### src/rtl/hpu_pkg.sv
// Shared types and constants for the HPU stream path (get_ctrl / stream_ctrl side).
package hpu_pkg;

  localparam int HPU_DW = 32;

  typedef enum logic [1:0] {
    IDLE  = 2'd0,
    RECV  = 2'd1,
    DRAIN = 2'd2,
    FIN   = 2'd3
  } get_state_t;

endpackage

### src/rtl/fifo_sync.sv
// Single-clock first-word-fall-through FIFO. dout always shows the head entry
// when not empty; push into a full FIFO and pop from an empty one are ignored.
module fifo_sync #(
  parameter int W     = 33,
  parameter int DEPTH = 16
) (
  input  logic                     clk,
  input  logic                     rst,
  input  logic                     push,
  input  logic [W-1:0]             din,
  input  logic                     pop,
  output logic [W-1:0]             dout,
  output logic                     empty,
  output logic                     full,
  output logic [$clog2(DEPTH):0]   count
);

  localparam int AW = $clog2(DEPTH);
  localparam logic [AW:0] FULL_CNT = (AW+1)'(DEPTH);

  logic [W-1:0]  mem [DEPTH];
  logic [AW-1:0] wr_ptr_q, wr_ptr_d;
  logic [AW-1:0] rd_ptr_q, rd_ptr_d;
  logic [AW:0]   count_q, count_d;
  logic          push_ok, pop_ok;

  assign empty = (count_q == '0);
  assign full  = (count_q == FULL_CNT);
  assign count = count_q;
  assign dout  = mem[rd_ptr_q];

  // Next pointers and occupancy; pointers wrap naturally at DEPTH (power of 2).
  always_comb begin
    push_ok  = push && !full;
    pop_ok   = pop && !empty;
    wr_ptr_d = push_ok ? wr_ptr_q + 1'b1 : wr_ptr_q;
    rd_ptr_d = pop_ok ? rd_ptr_q + 1'b1 : rd_ptr_q;
    count_d  = count_q;
    if (push_ok && !pop_ok) begin
      count_d = count_q + 1'b1;
    end else if (!push_ok && pop_ok) begin
      count_d = count_q - 1'b1;
    end
  end

  // Control state: pointers and occupancy.
  always_ff @(posedge clk or posedge rst) begin
    if (rst) begin
      wr_ptr_q <= '0;
      rd_ptr_q <= '0;
      count_q  <= '0;
    end else begin
      wr_ptr_q <= wr_ptr_d;
      rd_ptr_q <= rd_ptr_d;
      count_q  <= count_d;
    end
  end

  // Storage array; contents need no reset because occupancy gates every read.
  always_ff @(posedge clk) begin
    if (push_ok) begin
      mem[wr_ptr_q] <= din;
    end
  end

endmodule

### src/rtl/get_ctrl.sv
// Input-side stage of the HPU stream path: buffers one AXI-Stream packet at a
// time, dispatches it word by word under core_ready, and pulses get_fin when the
// last-tagged word goes out.
module get_ctrl
  import hpu_pkg::*;
#(
  parameter int DW    = HPU_DW,
  parameter int DEPTH = 16,
  parameter int CNT_W = 16
) (
  input  logic             clk,
  input  logic             rst,
  input  logic             src_valid,
  input  logic [DW-1:0]    src_data,
  input  logic             src_last,
  output logic             src_ready,
  input  logic             core_ready,
  output logic             inst_v,
  output logic [DW-1:0]    inst,
  output logic             get_fin,
  output logic             busy,
  output logic [CNT_W-1:0] word_cnt
);

  localparam int CW = $clog2(DEPTH) + 1;
  localparam logic [CW-1:0] FIFO_CAP = CW'(DEPTH);

  // Saturating increment for the dispatched-word counter.
  function automatic logic [CNT_W-1:0] sat_inc(input logic [CNT_W-1:0] v);
    return (&v) ? v : v + 1'b1;
  endfunction

  get_state_t       state_q, state_d;
  logic             inst_v_q, inst_v_d;
  logic [DW-1:0]    inst_q, inst_d;
  logic [CNT_W-1:0] word_cnt_q, word_cnt_d;

  logic             accept, fifo_push, fifo_pop, pop_last;
  logic             fifo_empty, fifo_full;
  logic [DW:0]      fifo_dout;
  logic [CW-1:0]    fifo_count;

  // Entries carry the last tag in the MSB so get_fin follows the tag, not a count.
  fifo_sync #(
    .W     (DW + 1),
    .DEPTH (DEPTH)
  ) u_fifo (
    .clk   (clk),
    .rst   (rst),
    .push  (fifo_push),
    .din   ({src_last, src_data}),
    .pop   (fifo_pop),
    .dout  (fifo_dout),
    .empty (fifo_empty),
    .full  (fifo_full),
    .count (fifo_count)
  );

  // Only one packet is ever in flight: intake closes from DRAIN until IDLE.
  assign src_ready = !rst && ((state_q == IDLE) || (state_q == RECV)) &&
                     (fifo_count < FIFO_CAP);
  assign inst_v    = inst_v_q;
  assign inst      = inst_q;
  assign get_fin   = (state_q == FIN);
  assign busy      = (state_q != IDLE);
  assign word_cnt  = word_cnt_q;

  // Next-state, dispatch and counter logic.
  always_comb begin
    accept    = src_valid && src_ready;
    fifo_push = accept && !fifo_full;
    fifo_pop  = core_ready && !fifo_empty;
    pop_last  = fifo_pop && fifo_dout[DW];

    state_d = state_q;
    case (state_q)
      IDLE:    if (accept) state_d = src_last ? DRAIN : RECV;
      RECV:    if (accept && src_last) state_d = DRAIN;
      DRAIN:   if (pop_last) state_d = FIN;
      FIN:     state_d = IDLE;
      default: state_d = IDLE;
    endcase

    inst_v_d = fifo_pop;
    inst_d   = fifo_pop ? fifo_dout[DW-1:0] : inst_q;

    word_cnt_d = word_cnt_q;
    if (state_q == FIN) begin
      word_cnt_d = '0;
    end else if (fifo_pop) begin
      word_cnt_d = sat_inc(word_cnt_q);
    end
  end

  // FSM state and registered outputs.
  always_ff @(posedge clk or posedge rst) begin
    if (rst) begin
      state_q    <= IDLE;
      inst_v_q   <= 1'b0;
      inst_q     <= '0;
      word_cnt_q <= '0;
    end else begin
      state_q    <= state_d;
      inst_v_q   <= inst_v_d;
      inst_q     <= inst_d;
      word_cnt_q <= word_cnt_d;
    end
  end

endmodule

### config.mk
export PLATFORM = sky130hd
export DESIGN_NAME = get_ctrl
export DESIGN_NICKNAME = d
export VERILOG_FILES = /design/src/rtl/hpu_pkg.sv /design/src/rtl/fifo_sync.sv /design/src/rtl/get_ctrl.sv
export SDC_FILE = /design/constraint.sdc
export NUM_CORES = 1
export LEC_CHECK = 0
export CAP_MARGIN = 40
export CORE_UTILIZATION = 55
export CTS_BUF_LIST = sky130_fd_sc_hd__clkbuf_2 sky130_fd_sc_hd__clkbuf_4 sky130_fd_sc_hd__clkbuf_8
export CTS_CLUSTER_DIAMETER = 80
export DETAILED_ROUTE_END_ITERATION = 8
export GPL_TIMING_DRIVEN = 0
export PLACE_DENSITY_LB_ADDON = 0.15
export RECOVER_POWER = 50
export SETUP_SLACK_MARGIN = 0.02
export SLEW_MARGIN = 15
export SYNTH_ARGS = -nofsm -noshare
export SYNTH_HDL_FRONTEND = slang
export SYNTH_SLANG_ARGS = --single-unit
### constraint.sdc
create_clock -name clk -period 11 [get_ports clk]
set_input_delay 2.2 -clock clk [delete_from_list [all_inputs] [get_ports clk]]
set_output_delay 2.2 -clock clk [all_outputs]
set_load 0.01 [all_outputs]
Word-level counts from Yosys, hierarchy flattened
Memories as Yosys holds them, arrays and structs flattened.
Cells that the tools add are included.
Storage, ports and cells
  bits in writable memories: 528
  memories kept: 1
  output and inout port bits: 52
  input bits: 37
  flip-flop bits (word level): 64
Cells by class
  reductions and logical operators: 25
  multiplexer cells: 12
  add/subtract/negate cells: 5
  equal/unequal tests: 8
  magnitude comparators: 1
Memory list
  u_fifo.mem: depth 16, bits a word 33, read ports 1, clocked after Yosys merged registers in 0, wr ports 1, line fifo_sync.sv:21  | logic [W-1:0] mem [DEPTH];
Operators by type and width (count)
  16-bit 2-to-1 mux: 3
  16-bit by 1-bit adder with 16-bit output (second input constant): 1
  16-bit AND reduction: 1
  1-bit logical AND: 11
  5-bit 2-to-1 mux: 2
  4-bit by 1-bit adder with 4-bit output (second input constant): 2
  2-bit 2-to-1 mux: 4
  2-bit one-hot mux with 4 select lines: 1
  2-bit != test (second input constant): 3
  2-bit nonzero test: 3
  5-bit by 1-bit adder with 5-bit output (second input constant): 1
  5-bit == test (second input constant): 1
  1-bit zero test: 5
  5-bit zero test: 1
  5-bit less-than comparator (second input constant): 1
  5-bit by 1-bit subtractor with 5-bit output (second input constant): 1
  2-bit == test (second input constant): 2
  3-bit AND reduction: 1
  2-bit by 1-bit == test with 1-bit output (second input constant): 1
  2-bit zero test: 1
  1-bit 2-to-1 mux: 2
  2-bit by 1-bit != test with 1-bit output (second input constant): 1
  2-bit AND reduction: 1
  1-bit logical OR: 1

Depth between registers and ports, before layout
Gate-level depths: netlist of the first run.
  depth in word-level cells: 11
  mapped depth: 12

Modules after synthesis
Synthesis of the first run repeated with hierarchy kept, for this count alone.
Unflattened totals
  cells, all modules: 1297
  area, all modules: 23745.3 µm²
By module, submodules not included
  fifo_sync: area an instance 21411.8 µm², times used 1, cells an instance 1040, sequential area each 16180.5 µm²
  get_ctrl: area an instance 2333.5 µm², times used 1, cells an instance 257, sequential area each 1276.2 µm²

Worst setup path after synthesis of the first run
No wires, ideal clock.
  path kind: input to register
  start: input rst
  end: memory u_fifo.mem[3][0] (enable)
  setup slack: 5.297 ns
  path buffers: 0
  required time: 10.536 ns
  cell stages on the path: 5
  data arrival time: 5.239 ns
  cell sequence: nor2_1 -> nand2_1 -> nor2_1 -> nand2_1 -> nor3_1
Between the ends
  word-level cells in the longest chain between the ends: 8
Ends and longest elaborated chain
  from (decl): line get_ctrl.sv:12  | input logic rst,
  1-bit zero test (no line)
  1-bit logical AND (2 in series): line get_ctrl.sv:60  | assign src_ready = !rst && ((state_q == IDLE) || (state_q == RECV)) &&
  1-bit logical AND: line get_ctrl.sv:70  | accept = src_valid && src_ready;
  1-bit logical AND: line get_ctrl.sv:71  | fifo_push = accept && !fifo_full;
  1-bit logical AND: line fifo_sync.sv:34  | push_ok = push && !full;
  net u_fifo.push_ok: line fifo_sync.sv:25  | logic push_ok, pop_ok;
  1-bit 2-to-1 mux: line fifo_sync.sv:61  | if (push_ok) begin
  1-bit 2-to-1 mux (not written as such): line fifo_sync.sv:62  | mem[wr_ptr_q] <= din;
  to (decl): line fifo_sync.sv:21
The timed path passes the listed nets, and every way through them passes these cells.

Worst setup path in the final report of the first run
  start: input rst
  end: output src_ready
Between the ends
  word-level cells in the longest chain between the ends: 3
Ends and longest elaborated chain
  1-bit zero test (no line)
  1-bit logical AND (2 in series): line get_ctrl.sv:60
  to (decl): line get_ctrl.sv:16  | output logic src_ready,
Every way passes these cells.

==> impl.org, run 1 <==
** Synthesis
- Of the total synthesized cell area, the portion taken by XOR and XNOR cells is 0.00875.
- After technology mapping, the gate count stands at 1129.
- For this run, the register share of the synthesized area comes to 0.758.
- In this run, synthesis produced a sequential element count of about 590.
- A synthesized cell averages around 20 µm².
- Post-Synth Simple-Gate Area :: 0.0273
- After synthesis, the largest family of logic cells by area is multiplexers.
- Yosys printed 0 warnings.
- The most used flip-flop cell after synthesis is sky130_fd_sc_hd__edfxtp_1.
- Post-synthesis cell area :: roughly 23000 µm²
- Of the total synthesized cell area, the portion taken by full adders, half adders and majority gates is 0.00956.
- The fraction of the mapped netlist area in compound gates came to 0.0257.
- Counting flops with an async set or reset pin after synthesis yields a share of 0.108.
- Number of different library cells in the post-synthesis netlist :: 52
- Counting every net in the synthesized netlist gives ~1200.
- Measured against the total synthesized area, the mux share comes to 0.157.
- The synthesized design contains between 500 and 600 enable-type register cells.

** Placement
- IO buf count :: 88
- The wire-length estimate of the detail-placed layout is around 32 mm.
- RD Place Congestion :: 0.780
- Setup Slack @ Placement :: 5.35 ns

** Floorplanning
- For this configuration, the core starts out at a cell density of 0.561.
- The floorplan step set the die height to a little over 200 µm.
- Number of top-level design ports :: 89
- Core footprint :: 41000 µm²
- The die covers between 40000 and 50000 µm².
- Row count :: between 70 and 80
- Die boundary width :: ~210 µm

** Clock network
- Total number of H-tree levels :: 3
- Clock tree synthesis selected as its root buffer the cell sky130_fd_sc_hd__clkbuf_8.
- Insertion delay of the later-clocked pin in the worst-skew pair :: between 0.6 and 0.7 ns
- Post-CTS repair timing setup buffer count :: 0
- Clock tree synthesis inserted a total of 91 buffers.
- CTS tree :: yes
- Post-cts resize count :: 0
- Clock transition at path regs :: 0.06 ns
- Count of clock tree sinks :: approximately 590
- Hold Buf Count CTS :: 0
- In this run the deepest clock path goes through 3 buffers.

** STA
- Transition time at the pin with the least slew margin :: between 2 and 3 ns
- Period minus WS final :: roughly 5.7 ns
- Measured against its own limit, the worst slew margin works out to -0.682.
- For the final database, setup skew stands at 0.0248 ns.
- The final max-slew violation count came to 67.
- Final period util :: 0.521
- In the post-route analysis, the smallest setup slack over all paths is roughly 5.3 ns.
- Aggregate negative setup slack :: 0 ns
- Setup violations remaining at the end of the flow were counted as 0.
- Timing would allow up to ~170 MHz.
- Hold Vio Cnt, Final :: 0
- Setup repair after global routing left no endpoint under its margin.

** Cells and area
- Synthesis-to-finish area growth :: 17.8%
- At the end of the flow the core is filled with cells to 0.661.
- Commonest cells after routing, fill and taps aside :: sky130_fd_sc_hd__edfxtp_1, sky130_fd_sc_hd__mux4_2, sky130_fd_sc_hd__clkbuf_8
- Of the cells placed in the final design, the portion with a size suffix greater than 1 is 0.259.
- Final-stage net count :: around 1400
- Most frequent standard cell in the layout excluding fill and tap cells :: sky130_fd_sc_hd__edfxtp_1

** Detailed routing
- For this block, the via count after detailed routing is 11700.
- Drt first-iter violations :: ~1200
- Routed wirelength normalized by instance count :: approximately 26 µm
- DRC errors left :: 14
- For this block, the routed nets add up to between 50 and 60 mm of wire.
- First-pass iteration count of the detailed router :: 7
- In the routed layout, each cell is associated on average with a via count of approximately 6.0.
- The detail route stage leaves a number of antenna-violating nets equal to 0.

** Global route
- Across every metal layer, demand over resource in global routing totals 0.245.
- For this run the aggregate overflow at the end of global routing stands at 0.
- Entering global routing, the biggest net connects 34 pins.
- Number of global-route vias before repair :: around 12000
- The first global-routing pass estimated around 74 mm of wire.
- Antenna violations before repair :: 2

** Min path
- The min-delay analysis places its worst path in the category reg -> reg.

** Flow run
- Across the run, the number of max-cap violations was 2.

** Worst setup path
- Together, buffers and inverters on the worst path number 2.
- In this design, the largest share of critical-path delay is due to buffers and inverters.
- Kind of start point of the critical path :: input port
- Path type of the worst setup path :: in -> out
- Maximum single-stage delay on the critical path :: 0.58 ns
- Arrival time of data at the critical path endpoint :: between 3 and 4 ns
- Critical path cell sequence :: dlygate4sd3_1 -> nor3_1 -> clkdlybuf4s50_1
- Among all stages on the critical path, the largest delay is contributed by sky130_fd_sc_hd__dlygate4sd3_1.
- STA classifies the critical path endpoint as an output port.
- At the worst endpoint, the required time is between 8 and 9 ns.
- Max FO, Critical Path :: 3

** Power and ir drop
- Power density over cell area :: around 230 nW/µm²
- Summed over all cells, the static leakage comes to between 9 and 10 nW.
- VDD sags by at most roughly 0.00013 V.

** Status
- The run finished, with violations left.
- Violated checks :: DRC, capacitance limit, slew limit
[layout make-up]
type                       instances  area (µm²)
timing repair buffer             130        1530
fill                            2737       13900
clock inverter                    26         139
multi-input combinational        467        5350
tap                              532         666
clock buffer                     139        1680
buffer                            58         258
antenna                            1        2.50
inverter                          12        46.3
sequential                       592       17500
[where the power goes]
part	leakage, nW	internal (mW)	switching (mW)	total [mW]
combinational	2.62	0.863	0.949	1.81
sequential	5.55	2.58	0.0857	2.67
clock	0.975	0.995	0.804	1.80
[sequential cells by signal, indices dropped and copies added (netlist names)]
name / cells
word_cnt: 16
state_q: 2
inst: 32
u_fifo.count: 5
u_fifo.mem: 528
inst_v: 1
u_fifo.rd_ptr_q: 4
u_fifo.wr_ptr_q: 4
[metal layers]
metal  part of all wire  global-route usage
met3              0.073              0.0512
met5                  0                   0
met2               0.47               0.376
met1               0.43               0.355
met4              0.024              0.0809
[cell families after synthesis]
logic type	Yosys count
AOI/OAI and AO/OA	89
buffers and inverters	70
xor gates and xnor gates	23
and+or+nand+nor	137
DFF	592
adders and majority gates	17
muxes	201
[path summary, 6_finish.rpt]
path,to,cells past startpoint,startpoint,slack (ns)
min,inst[0]$_DFFE_PP0P_,2,inst[0]$_DFFE_PP0P_,0.50
max reg2reg,u_fifo.count[4]$_DFFE_PP0P_,12,u_fifo.count[1]$_DFFE_PP0P_,6.60
min in group asynchronous,state_q[0]$_DFFE_PP0P_,2,rst,2.46
max,src_ready,3,rst,5.27
min reg2reg,inst[0]$_DFFE_PP0P_,2,inst[0]$_DFFE_PP0P_,0.50
max in group asynchronous,inst[15]$_DFFE_PP0P_,3,rst,5.58
[worst min-delay path: stages, from the launching register on]
cell and delay, ns:
sky130_fd_sc_hd__dfrtp_1 0.34, sky130_fd_sc_hd__a21oi_1 0.06, sky130_fd_sc_hd__o21ai_1 0.06
[Yosys cell counts, drive strengths merged, types with 5 or more instances]
library cell | count | share of area
edfxtp | 528 | 0.69
mux4 | 128 | 0.13
mux2i | 68 | 0.030
dfrtp | 64 | 0.070
nor2 | 64 | 0.010
buf | 40 | 0.0084
o21ai | 29 | 0.0068
a21oi | 25 | 0.0054
nand2 | 21 | 0.0034
xnor2 | 20 | 0.0076
clkbuf | 18 | 0.0029
ha | 16 | 0.0087
nor3 | 16 | 0.0035
inv | 12 | 0.0020
a211o | 9 | 0.0034
nand3 | 8 | 0.0017
nor2b | 8 | 0.0022
a2111oi | 7 | 0.0032
a211oi | 6 | 0.0022
mux2 | 5 | 0.0024
[stage by stage]
stage | hold WS [ns] | area [µm²] | instances | power [mW]
3_5_place_dp | 0.493 | 25300 | 1789 | 4.54
2_1_floorplan | 0.483 | 23000 | 1129 | 3.89
6_report | 0.500 | 27100 | 1957 | 6.28
5_1_grt | 0.514 | 27100 | 1956 | 6.55
4_1_cts | 0.505 | 27200 | 1954 | 6.34
3_3_place_gp | 0.485 | 24600 | 1749 | 4.46
(Power assumes the default switching activity.)
==> run 2, diff against run 1 <==
==> constraint.sdc (replaced) <==
create_clock -name clk -period 5.7 [get_ports clk]
set_input_delay 1.14 -clock clk [delete_from_list [all_inputs] [get_ports clk]]
set_output_delay 1.14 -clock clk [all_outputs]
set_load 0.01 [all_outputs]
==> run 2 against run 1 <==
  * The run still ends with DRC, capacitance limit, slew limit left
  * First-iteration DRC count decreased by 5.8%
  * Via count down 0.45%
  * Setup slack worse by 3.8 ns
  * Design area barely moved
  * Critical path type is now reg -> reg
  * Largest power group unchanged
==> impl.org, run 2 (synthesis gave the netlist of run 1 again) <==
** Worst setup path
- Kind of start point of the critical path :: register
- Among the stages of the critical path, the cell type that occurs most often is sky130_fd_sc_hd__ha_1.
- In this design, the stage delay of the slowest critical-path cell is ~0.66 ns.
- Arrival time of data at the critical path endpoint :: around 4.8 ns
- Path type of the worst setup path :: reg -> reg
- Max FO, Critical Path :: 10
- Cell class contributing the biggest share of worst-path delay :: simple AND/OR/NAND/NOR gates
- Data required time of the critical path :: 6.25 ns
- Tracing the worst setup path back leads to its startpoint at u_fifo.count[1]$_DFFE_PP0P_.
- In this run the critical register-to-register path is launched from u_fifo.count[1]$_DFFE_PP0P_.
- STA classifies the critical path endpoint as a register.
- Slowest-stage cell, CP :: sky130_fd_sc_hd__or4_1
- The number of buffers and inverters on the critical path is 3.
- The signal on the critical path passes through or4_1 -> o21ai_0 -> clkbuf_1 -> buf_2 -> ha_1 -> inv_1 -> ha_1 -> nor2b_1 -> o21a_1 -> or3_1 -> a21oi_1 -> xor2_1.

** Clock network
- For the worst-skew pair, the clock arrives at the later sink with an insertion delay of ~0.64 ns.
- Clock transition at path regs :: ~0.060 ns
- Post-CTS repair timing setup buffer count :: 0
- No sink is reached through more buffers than the 3 on the longest clock path.
- After clock tree synthesis, the repair step resized 0 gates.
- Number of buffers created by CTS :: a little over 90
- In this run the number of H-tree levels came out at 3.
- TritonCTS built the clock tree.
- Buffer cell driving the clock tree root :: sky130_fd_sc_hd__clkbuf_8
- Counting every sink on the clock net gives between 500 and 600.
- Hold Buf Count CTS :: 0

** Min path
- In this run the worst hold path is classified as reg -> reg.
- In this run the most critical hold path is launched from inst[0]$_DFFE_PP0P_.

** Cells and area
- In the final layout, the multi-input gates occupy 5340 µm².
- Most frequent standard cell in the layout excluding fill and tap cells :: sky130_fd_sc_hd__edfxtp_1
- After routing the design area is ~27000 µm².
- Counting the fill cells in the layout gives about 2700.
- Most flops, register :: u_fifo.mem
- In the layout the commonest cells are sky130_fd_sc_hd__edfxtp_1, sky130_fd_sc_hd__mux4_2, sky130_fd_sc_hd__clkbuf_8.
- Final cell count without fillers :: between 1500 and 2000
- Final-stage net count :: 1406
- The sequential cells in the finished layout cover a total of between 15000 and 20000 µm².
- In the final layout, the share of cells above drive strength 1 is 0.261.
- Synthesis-to-finish area growth :: 17.9%
- Flip-flop count of the largest register after layout :: roughly 530

** Floorplanning
- Number of top-level design ports :: 89
- Row count :: 74
- The core region is slightly above 40000 µm².
- The floorplan step defined a die boundary enclosing 42700 µm².
- For this configuration, the core starts out at a cell density of 0.561.
- Vertical die dimension :: ~210 µm
- Die boundary width :: 207 µm

** Status
- Violated checks :: DRC, capacitance limit, slew limit
- The run finished, with violations left.

** Power and ir drop
- Power comes to about 12 mW.
- Leakage dissipation :: 9.17 nW
- IR analysis of the VDD net gives a maximum drop of between 0.0002 and 0.00025 V.
- For this design the ratio of total power to cell area is between 400 and 500 nW/µm².

** Placement
- In this run the tool buffered the top-level ports with slightly below 90 buffer cells.
- RD Place Congestion :: around 0.78
- Once placement finished, the instance area stood at about 25000 µm².
- Detailed placement ended at an HPWL of between 30 and 40 mm.
- Cell count after placement :: approximately 1800

** Flow run
- Across the run, the number of max-cap violations was 1.

** STA
- The final max-slew violation count is 32.
- Measured against its own limit, the worst slew margin works out to -0.137.
- Setup repair after global routing left no endpoint under its margin.
- Derived from the worst setup path, the maximum achievable clock frequency is around 240 MHz.
- Final count of negative-setup-slack endpoints :: 0
- Hold Vio Cnt, Final :: 0
- Final period util :: 0.743
- Across the routed clock network, the largest skew measured is between 0.02 and 0.025 ns.
- Aggregate negative setup slack :: 0 ns
- Fin Hold WS :: 0.500 ns
- Transition time at the pin with the least slew margin :: 1.70 ns
- Period minus WS final :: around 4.2 ns

** Global route
- Leftover overflow at the end of global routing :: 0
- The first global-routing pass estimated 73.7 mm of wire.
- Number of global-route vias before repair :: 11900
- For this run, the total global-route usage over all layers was measured as 0.245.
- Pin count of the biggest net entering global routing :: 34
- Antenna violations before repair :: 2

** Detailed routing
- Routed wirelength normalized by instance count :: roughly 26 µm
- Dividing the detail-routed via count by the number of cells gives approximately 6.
- Drt first-iter violations :: between 1000 and 1500
- Total wire length after detailed routing :: around 50 mm
- DRC errors left :: 14
- Via Count :: 11700
- Antenna Violating Nets Remaining :: 0
- The first detailed-routing pass ran for 7 iterations.
[run 2: changes by cell type in the layout (fill, tap and decap cells not counted)]
cell and change:
sky130_fd_sc_hd__a2111oi_0 +3, sky130_fd_sc_hd__or4_4 -1, sky130_fd_sc_hd__or4_1 +1, sky130_fd_sc_hd__clkbuf_1 -3
sky130_fd_sc_hd__buf_16 +1, sky130_fd_sc_hd__a2111oi_1 -3, sky130_fd_sc_hd__buf_2 +2
[run 2: worst min-delay path: stages, from the launching register on]
cell,delay (ns)
sky130_fd_sc_hd__dfrtp_1,0.34
sky130_fd_sc_hd__a21oi_1,0.06
sky130_fd_sc_hd__o21ai_1,0.06
[run 2: layer usage]
layer	part of all wire	vias to the layer above	GRT usage
met2	0.47	491	0.376
met1	0.43	6056	0.355
met3	0.075	97	0.0512
li1	-	5050	-
met4	0.024	0	0.0809
met5	0	-	0
[run 2: path summary, 6_finish.rpt]
path,to,cells past startpoint,slack [ns]
max,u_fifo.count[4]$_DFFE_PP0P_,12,1.47
min,inst[0]$_DFFE_PP0P_,2,0.50
max reg2reg,u_fifo.count[4]$_DFFE_PP0P_,12,1.47
min reg2reg,inst[0]$_DFFE_PP0P_,2,0.50
max in group asynchronous,inst[16]$_DFFE_PP0P_,3,3.42
min in group asynchronous,state_q[0]$_DFFE_PP0P_,2,1.43
[run 2: per-stage QoR]
| step | setup WS, ns | util |
|---|---|---|
| 3_3_place_gp | -2.49 | 0.599 |
| 5_1_grt | 1.07 | 0.662 |
| 3_5_place_dp | 1.24 | 0.618 |
| 6_report | 1.47 | 0.662 |
| 2_1_floorplan | 1.06 | - |
| 4_1_cts | 1.94 | 0.662 |
[run 2: area by class of cell]
cell class | count | share of cell area
multi-input cells | 467 | 0.197
flip-flops and latches | 592 | 0.643
clock inverters | 26 | 0.00512
inverters | 12 | 0.00171
diodes | 1 | 0.0000922
plain buffers | 58 | 0.00959
repair buffers | 130 | 0.0572
well taps | 532 | 0.0245
clock buffers | 139 | 0.0619
[run 2: power breakdown]
group	total [mW]	internal (mW)	switching (mW)	leakage [nW]
combinational	3.50	1.67	1.83	2.64
sequential	5.15	4.99	0.163	5.55
clock	3.48	1.92	1.56	0.975
total	12.1	8.57	3.55	9.17
